**src/rtl/irq_service_sequencer.sv**
```systemverilog
// Requester-side interrupt sequencer: captures request edges from three
// 9-channel banks, arbitrates A > B > C (lowest channel first) and presents one interrupt at a time.
module irq_service_sequencer (
    input  logic       CK,
    input  logic       RSTN,
    input  logic [8:0] req_a,
    input  logic [8:0] req_b,
    input  logic [8:0] req_c,
    input  logic [8:0] en,
    input  logic       ack,
    input  logic       eoi,
    output logic       irq,
    output logic       irq_pa,
    output logic       irq_pb,
    output logic       irq_pc,
    output logic [3:0] irq_code,
    output logic       insvc,
    output logic       pend_any
);

    localparam int unsigned NCH    = 9;
    localparam int unsigned CODE_W = 4;
    localparam int unsigned NBANK  = 3;
    localparam logic [CODE_W-1:0] NONE_CODE = 4'hF;

    // one-hot bank encoding: bit 0 = A, bit 1 = B, bit 2 = C
    localparam logic [NBANK-1:0] BANK_A    = 3'b001;
    localparam logic [NBANK-1:0] BANK_B    = 3'b010;
    localparam logic [NBANK-1:0] BANK_C    = 3'b100;
    localparam logic [NBANK-1:0] BANK_NONE = 3'b000;

    typedef enum logic [1:0] {
        IDLE = 2'd0,
        REQ  = 2'd1,
        SERV = 2'd2
    } state_t;

    state_t state_q;
    state_t state_nxt;

    logic [NCH-1:0]    prev_a, prev_b, prev_c;
    logic [NCH-1:0]    pend_a, pend_b, pend_c;
    logic [NCH-1:0]    pend_a_nxt, pend_b_nxt, pend_c_nxt;
    logic [NCH-1:0]    rise_a, rise_b, rise_c;
    logic [NCH-1:0]    act_a, act_b, act_c;
    logic [NCH-1:0]    clr_a, clr_b, clr_c;
    logic [NCH-1:0]    svc_mask;
    logic [NBANK-1:0]  bank_q, bank_nxt;
    logic [CODE_W-1:0] code_q, code_nxt;
    logic [NBANK-1:0]  win_bank;
    logic [CODE_W-1:0] win_code;
    logic              win_valid;
    logic              do_clr;

    // Lowest set index of a bank vector; NONE_CODE when empty.
    function automatic logic [CODE_W-1:0] first_idx(input logic [NCH-1:0] v);
        logic [CODE_W-1:0] idx;
        idx = NONE_CODE;
        for (int i = int'(NCH) - 1; i >= 0; i--) begin
            if (v[i]) idx = CODE_W'(i);
        end
        return idx;
    endfunction

    // Edge detection and enabled-pending vectors.
    always_comb begin
        rise_a = req_a & ~prev_a;
        rise_b = req_b & ~prev_b;
        rise_c = req_c & ~prev_c;
        act_a  = pend_a & en;
        act_b  = pend_b & en;
        act_c  = pend_c & en;
    end

    // Fixed-priority winner across banks.
    always_comb begin
        win_valid = 1'b1;
        win_bank  = BANK_NONE;
        win_code  = NONE_CODE;
        if (|act_a) begin
            win_bank = BANK_A;
            win_code = first_idx(act_a);
        end else if (|act_b) begin
            win_bank = BANK_B;
            win_code = first_idx(act_b);
        end else if (|act_c) begin
            win_bank = BANK_C;
            win_code = first_idx(act_c);
        end else begin
            win_valid = 1'b0;
        end
    end

    // Next-state, latched bank/code and EOI clear request.
    always_comb begin
        state_nxt = state_q;
        bank_nxt  = bank_q;
        code_nxt  = code_q;
        do_clr    = 1'b0;
        case (state_q)
            IDLE: begin
                if (win_valid) begin
                    state_nxt = REQ;
                    bank_nxt  = win_bank;
                    code_nxt  = win_code;
                end
            end
            REQ: begin
                if (ack) state_nxt = SERV;
            end
            SERV: begin
                if (eoi) begin
                    state_nxt = IDLE;
                    bank_nxt  = BANK_NONE;
                    code_nxt  = NONE_CODE;
                    do_clr    = 1'b1;
                end
            end
            default: begin
                state_nxt = IDLE;
                bank_nxt  = BANK_NONE;
                code_nxt  = NONE_CODE;
            end
        endcase
    end

    // Clear of the in-service bit; a coincident new edge re-sets it.
    always_comb begin
        svc_mask   = NCH'(1) << code_q;
        clr_a      = (do_clr && bank_q[0]) ? svc_mask : '0;
        clr_b      = (do_clr && bank_q[1]) ? svc_mask : '0;
        clr_c      = (do_clr && bank_q[2]) ? svc_mask : '0;
        pend_a_nxt = (pend_a & ~clr_a) | rise_a;
        pend_b_nxt = (pend_b & ~clr_b) | rise_b;
        pend_c_nxt = (pend_c & ~clr_c) | rise_c;
    end

    always_ff @(posedge CK or negedge RSTN) begin
        if (!RSTN) begin
            state_q <= IDLE;
        end else begin
            state_q <= state_nxt;
        end
    end

    always_ff @(posedge CK or negedge RSTN) begin
        if (!RSTN) begin
            prev_a   <= '0;
            prev_b   <= '0;
            prev_c   <= '0;
            pend_a   <= '0;
            pend_b   <= '0;
            pend_c   <= '0;
            bank_q   <= BANK_NONE;
            code_q   <= NONE_CODE;
            irq      <= 1'b0;
            insvc    <= 1'b0;
            pend_any <= 1'b0;
        end else begin
            prev_a   <= req_a;
            prev_b   <= req_b;
            prev_c   <= req_c;
            pend_a   <= pend_a_nxt;
            pend_b   <= pend_b_nxt;
            pend_c   <= pend_c_nxt;
            bank_q   <= bank_nxt;
            code_q   <= code_nxt;
            irq      <= (state_nxt == REQ);
            insvc    <= (state_nxt == SERV);
            pend_any <= |{pend_a_nxt, pend_b_nxt, pend_c_nxt};
        end
    end

    assign irq_pa   = bank_q[0];
    assign irq_pb   = bank_q[1];
    assign irq_pc   = bank_q[2];
    assign irq_code = code_q;

endmodule
```
**config.mk**
```make
export PLATFORM = sky130hd
export DESIGN_NAME = irq_service_sequencer
export DESIGN_NICKNAME = d
export VERILOG_FILES = /design/src/rtl/irq_service_sequencer.sv
export SDC_FILE = /design/constraint.sdc
export NUM_CORES = 1
export LEC_CHECK = 0
export CAP_MARGIN = 20
export CORE_ASPECT_RATIO = 1.4
export CORE_UTILIZATION = 52
export CTS_CLUSTER_SIZE = 12
export DETAILED_ROUTE_END_ITERATION = 16
export GPL_TIMING_DRIVEN = 0
export PLACE_DENSITY = 0.87
export SYNTH_ARGS = -nofsm -noshare
export SYNTH_HDL_FRONTEND = slang
export SYNTH_SLANG_ARGS = --single-unit
```
**constraint.sdc**
```tcl
create_clock -name CK -period 2.1 [get_ports CK]
set_input_delay 0.315 -clock CK [delete_from_list [all_inputs] [get_ports CK]]
set_output_delay 0.315 -clock CK [all_outputs]
set_load 0.02 [all_outputs]
```
==> impl_metrics.json <==
{
  "clk_latency_ns": 0.36,
  "nNetsFinal": 386,
  "insertedDiodeCount": 0,
  "drtAntennaViolNets": 0,
  "fin_total_pwr_mw": 4.008,
  "maxCapViolCount": 0,
  "finalHoldViolations": 25,
  "ys_ff_latch": 66,
  "dpl_cell_area_um2": 3428,
  "fin_crit_ns": 2.172,
  "p_int_mw": 2.810,
  "ys_types": 39,
  "synthCells": 265,
  "clk_path_buf_depth": 2,
  "gp_congestion": 0.9454,
  "rows": 31,
  "p_comb_share_pct": 31.9,
  "cts_root_buffer": "clkbuf_8",
  "via_per_inst": 6.111,
  "chipWidth_um": 64.46,
  "clock_skew_ns": 0.01230,
  "synth_nets": 305,
  "instances_no_fill": 416,
  "crit_type": "reg2reg",
  "leakage_nw": 1.673,
  "crit_path_top_delay_cell": "or4_4",
  "cts_buffers": 9,
  "grt_pass1_vias": 2566,
  "synth_edf_count": 0,
  "cpMostUsedCell": "o21ai_2",
  "firstDrtPassIters": 4,
  "async_flop_share_pct": 100.0,
  "rsz0062_at_grt": "true",
  "coreArea_um2": 5197,
  "vias": 2542,
  "seqPwrFrac_pct": 38.5,
  "critPathMaxStageDelay_ns": 0.55,
  "start_util_pct": 54.65,
  "path_clk_slew_ns": 0.08,
  "wl_per_cell_um": 19.38,
  "setup_viol": 1,
  "hp-class": "in2async",
  "synth-main-ff-cell": "dfrtp_1",
  "critPathLaunchType": "flop",
  "relSlewSlack_pct": 53.24,
  "violations": "hold timing, setup timing",
  "antenna_found_initial": 0,
  "crit_required_ns": 2.32,
  "cts_tree": "built",
  "fin_ws_ns": -0.07198,
  "grt_pass1_wl_um": 12320,
  "n_fill_cell": 361,
  "cts_hold_buf": 0,
  "crit_chain": "buf_12 > or4_4 > o21ai_2 > o21ai_2 > nor4_2 > and4_1 > nand4_1",
  "place_ws_ns": -0.6510,
  "drive_gt1_share_pct": 23.14,
  "vdd_drop_max_uv": 565.1,
  "holdWs_ns": -0.02319,
  "max_freq_mhz": 460.4,
  "area_delta_synth_final_pct": 39.96,
  "cts.htree.levels": 3,
  "grt_start_max_net_pins": 39,
  "grt_usage_pct": 29.84,
  "die_y_um": 89.45,
  "status": "complete, but fails checks",
  "port_buffers": 49,
  "first_iter_violations": 158,
  "period_share_pct": 103.4,
  "switching_share_pct": 29.89,
  "die-area_um2": 5766,
  "num_io_pins": 50,
  "dp_cells": 381,
  "yosysSeqAreaShare_pct": 58.33,
  "critPathCaptureType": "flop",
  "yosys_warnings": 0,
  "grt.overflow.total": 0,
  "path_max_fanout": 6,
  "synth_area_per_cell_um2": 10.72,
  "drc": 0,
  "p_sw_mw": 1.198,
  "p_clk_share_pct": 29.6,
  "netlist_area_um2": 2840,
  "slew_violations": 0,
  "dp_hpwl_um": 5474,
  "drt-total-wl_um": 8060,
  "worst_pin_slew_ns": 0.6941,
  "p_per_area_nw_per_um2": 1008,
  "cp_data_arrival_time_ns": 2.39,
  "fin_area_um2": 3975,
  "cts_sinks": 66
}
kinds of logic after synthesis:
family,Yosys count,synth area share [%]
DFF,66,58.33
and+or+nand+nor,67,14.23
buffers and inverters,30,5.110
AOI/OAI and AO/OA,102,22.34
timing repair:
action | 4_1_cts | 5_1_grt
gates resized for setup | 29 | 45
setup endpoints to repair | 7 | 8
pin swaps | 6 | 10
setup buffers | 14 | 6
gates cloned | 0 | 0
cells in the mapped netlist (2+ instances only):
cell type | instances | area [um^2]
or4b_1 | 4 | 40.04
a21oi_1 | 10 | 50.05
o21ai_0 | 60 | 300.3
dfrtp_1 | 62 | 1551
a22o_1 | 2 | 17.52
inv_1 | 28 | 105.1
nand2_1 | 30 | 112.6
nor2_1 | 3 | 11.26
o32a_1 | 2 | 20.02
o22a_1 | 2 | 17.52
nand4b_1 | 4 | 35.03
a32oi_1 | 4 | 35.03
nor4_1 | 6 | 37.54
a221oi_1 | 2 | 17.52
a22oi_1 | 10 | 75.07
dfstp_2 | 4 | 105.1
nand2b_1 | 2 | 12.51
nand4_1 | 2 | 12.51
o22ai_1 | 2 | 12.51
nand4bb_1 | 3 | 33.78
nand3_1 | 4 | 20.02
o41a_2 | 2 | 25.02
state kept, by name, indices dropped and copies added (netlist names), 3 cells and up:
name      flops
pend_b        9
pend_a        9
prev_c        9
pend_c        9
irq_code      4
prev_b        9
bank_q        3
prev_a        9
worst max-delay path: cells and delay by family, from the launching register on:
family                 cells  cell delay (ns)
AND/OR/NAND/NOR            4             1.22
AO/OA/AOI/OAI              2             0.25
flip-flops                 1             0.42
buffers and inverters      1             0.14
area by class of cell:
cell class | count | area (um^2) | share of cell area [%]
buffer | 2 | 40.04 | 1.007
clock buffer | 10 | 137.6 | 3.462
clock inverter | 5 | 78.83 | 1.983
inverter | 28 | 105.1 | 2.644
multi-input combinational | 169 | 1177 | 29.62
sequential | 66 | 1657 | 41.67
tap | 66 | 82.58 | 2.077
timing repair buffer | 70 | 696.9 | 17.53
routing by layer:
layer / routed length, um / up-vias / GRT usage, %
met1: 3113 / 1256 / 33.87
met5: 0 / - / 0
li1: - / 1152 / -
met2: 4198 / 101 / 50.53
met3: 363 / 33 / 5.612
met4: 385 / 0 / 21.62
metrics by stage:
| stage | utilization, % | setup TNS, ns |
|---|---|---|
| floorplan | - | 0 |
| global placement | 65.67 | -83.56 |
| detailed placement | 65.96 | -3.823 |
| CTS | 73.57 | -0.05055 |
| global route | 76.48 | -0.1791 |
| finish | 76.48 | -0.07198 |
worst paths after layout:
| kind | from | endpoint | slack, ns | cells after the start |
|---|---|---|---|---|
| worst max-delay path | irq_code[1] | pend_any | -0.07 | 7 |
| worst min-delay path | RSTN | insvc | -0.02 | 1 |
| worst max register to register | irq_code[1] | pend_any | -0.07 | 7 |
| worst min register to register | prev_b[3] | pend_b[3] | 0.43 | 1 |
| max in group asynchronous | RSTN | irq_code[0] | 1.43 | 2 |
| min in group CK | req_a[3] | prev_a[3] | 0.42 | 1 |
placed cells by master (no fill, tap or decap), types with 2 or more instances in the layout:
cell,count
dfrtp_1,62
clkdlybuf4s50_1,41
nand2_1,29
inv_1,28
o21ai_0,27
o21ai_1,24
buf_4,17
clkbuf_8,10
a21oi_1,9
a22oi_2,8
o21ai_2,8
dlymetal6s2s_1,7
nand4b_1,4
or4b_4,4
nor4_2,4
nand3_1,4
a32oi_1,4
dfstp_2,4
nand4bb_1,3
nor2_1,3
buf_6,3
a22oi_1,2
a22o_1,2
nand4_1,2
o41a_2,2
o22ai_1,2
nor4_1,2
o22a_1,2
o32a_1,2
a221oi_1,2
clkinv_2,2
bufinv_16,2
buf_12,2
power by group through the flow:
| stage | logic, mW | registers (mW) | clock network, mW |
|---|---|---|---|
| after detailed placement | 0.906 | 1.60 | 0 |
| final | 1.28 | 1.54 | 1.19 |
| after CTS | 1.18 | 1.53 | 1.18 |
| after floorplan | 0.466 | 1.63 | 0 |
| after global routing | 1.36 | 1.56 | 1.22 |
| after global placement | 0.886 | 1.59 | 0 |
No activity file was read; power rests on OpenSTA's default activity.
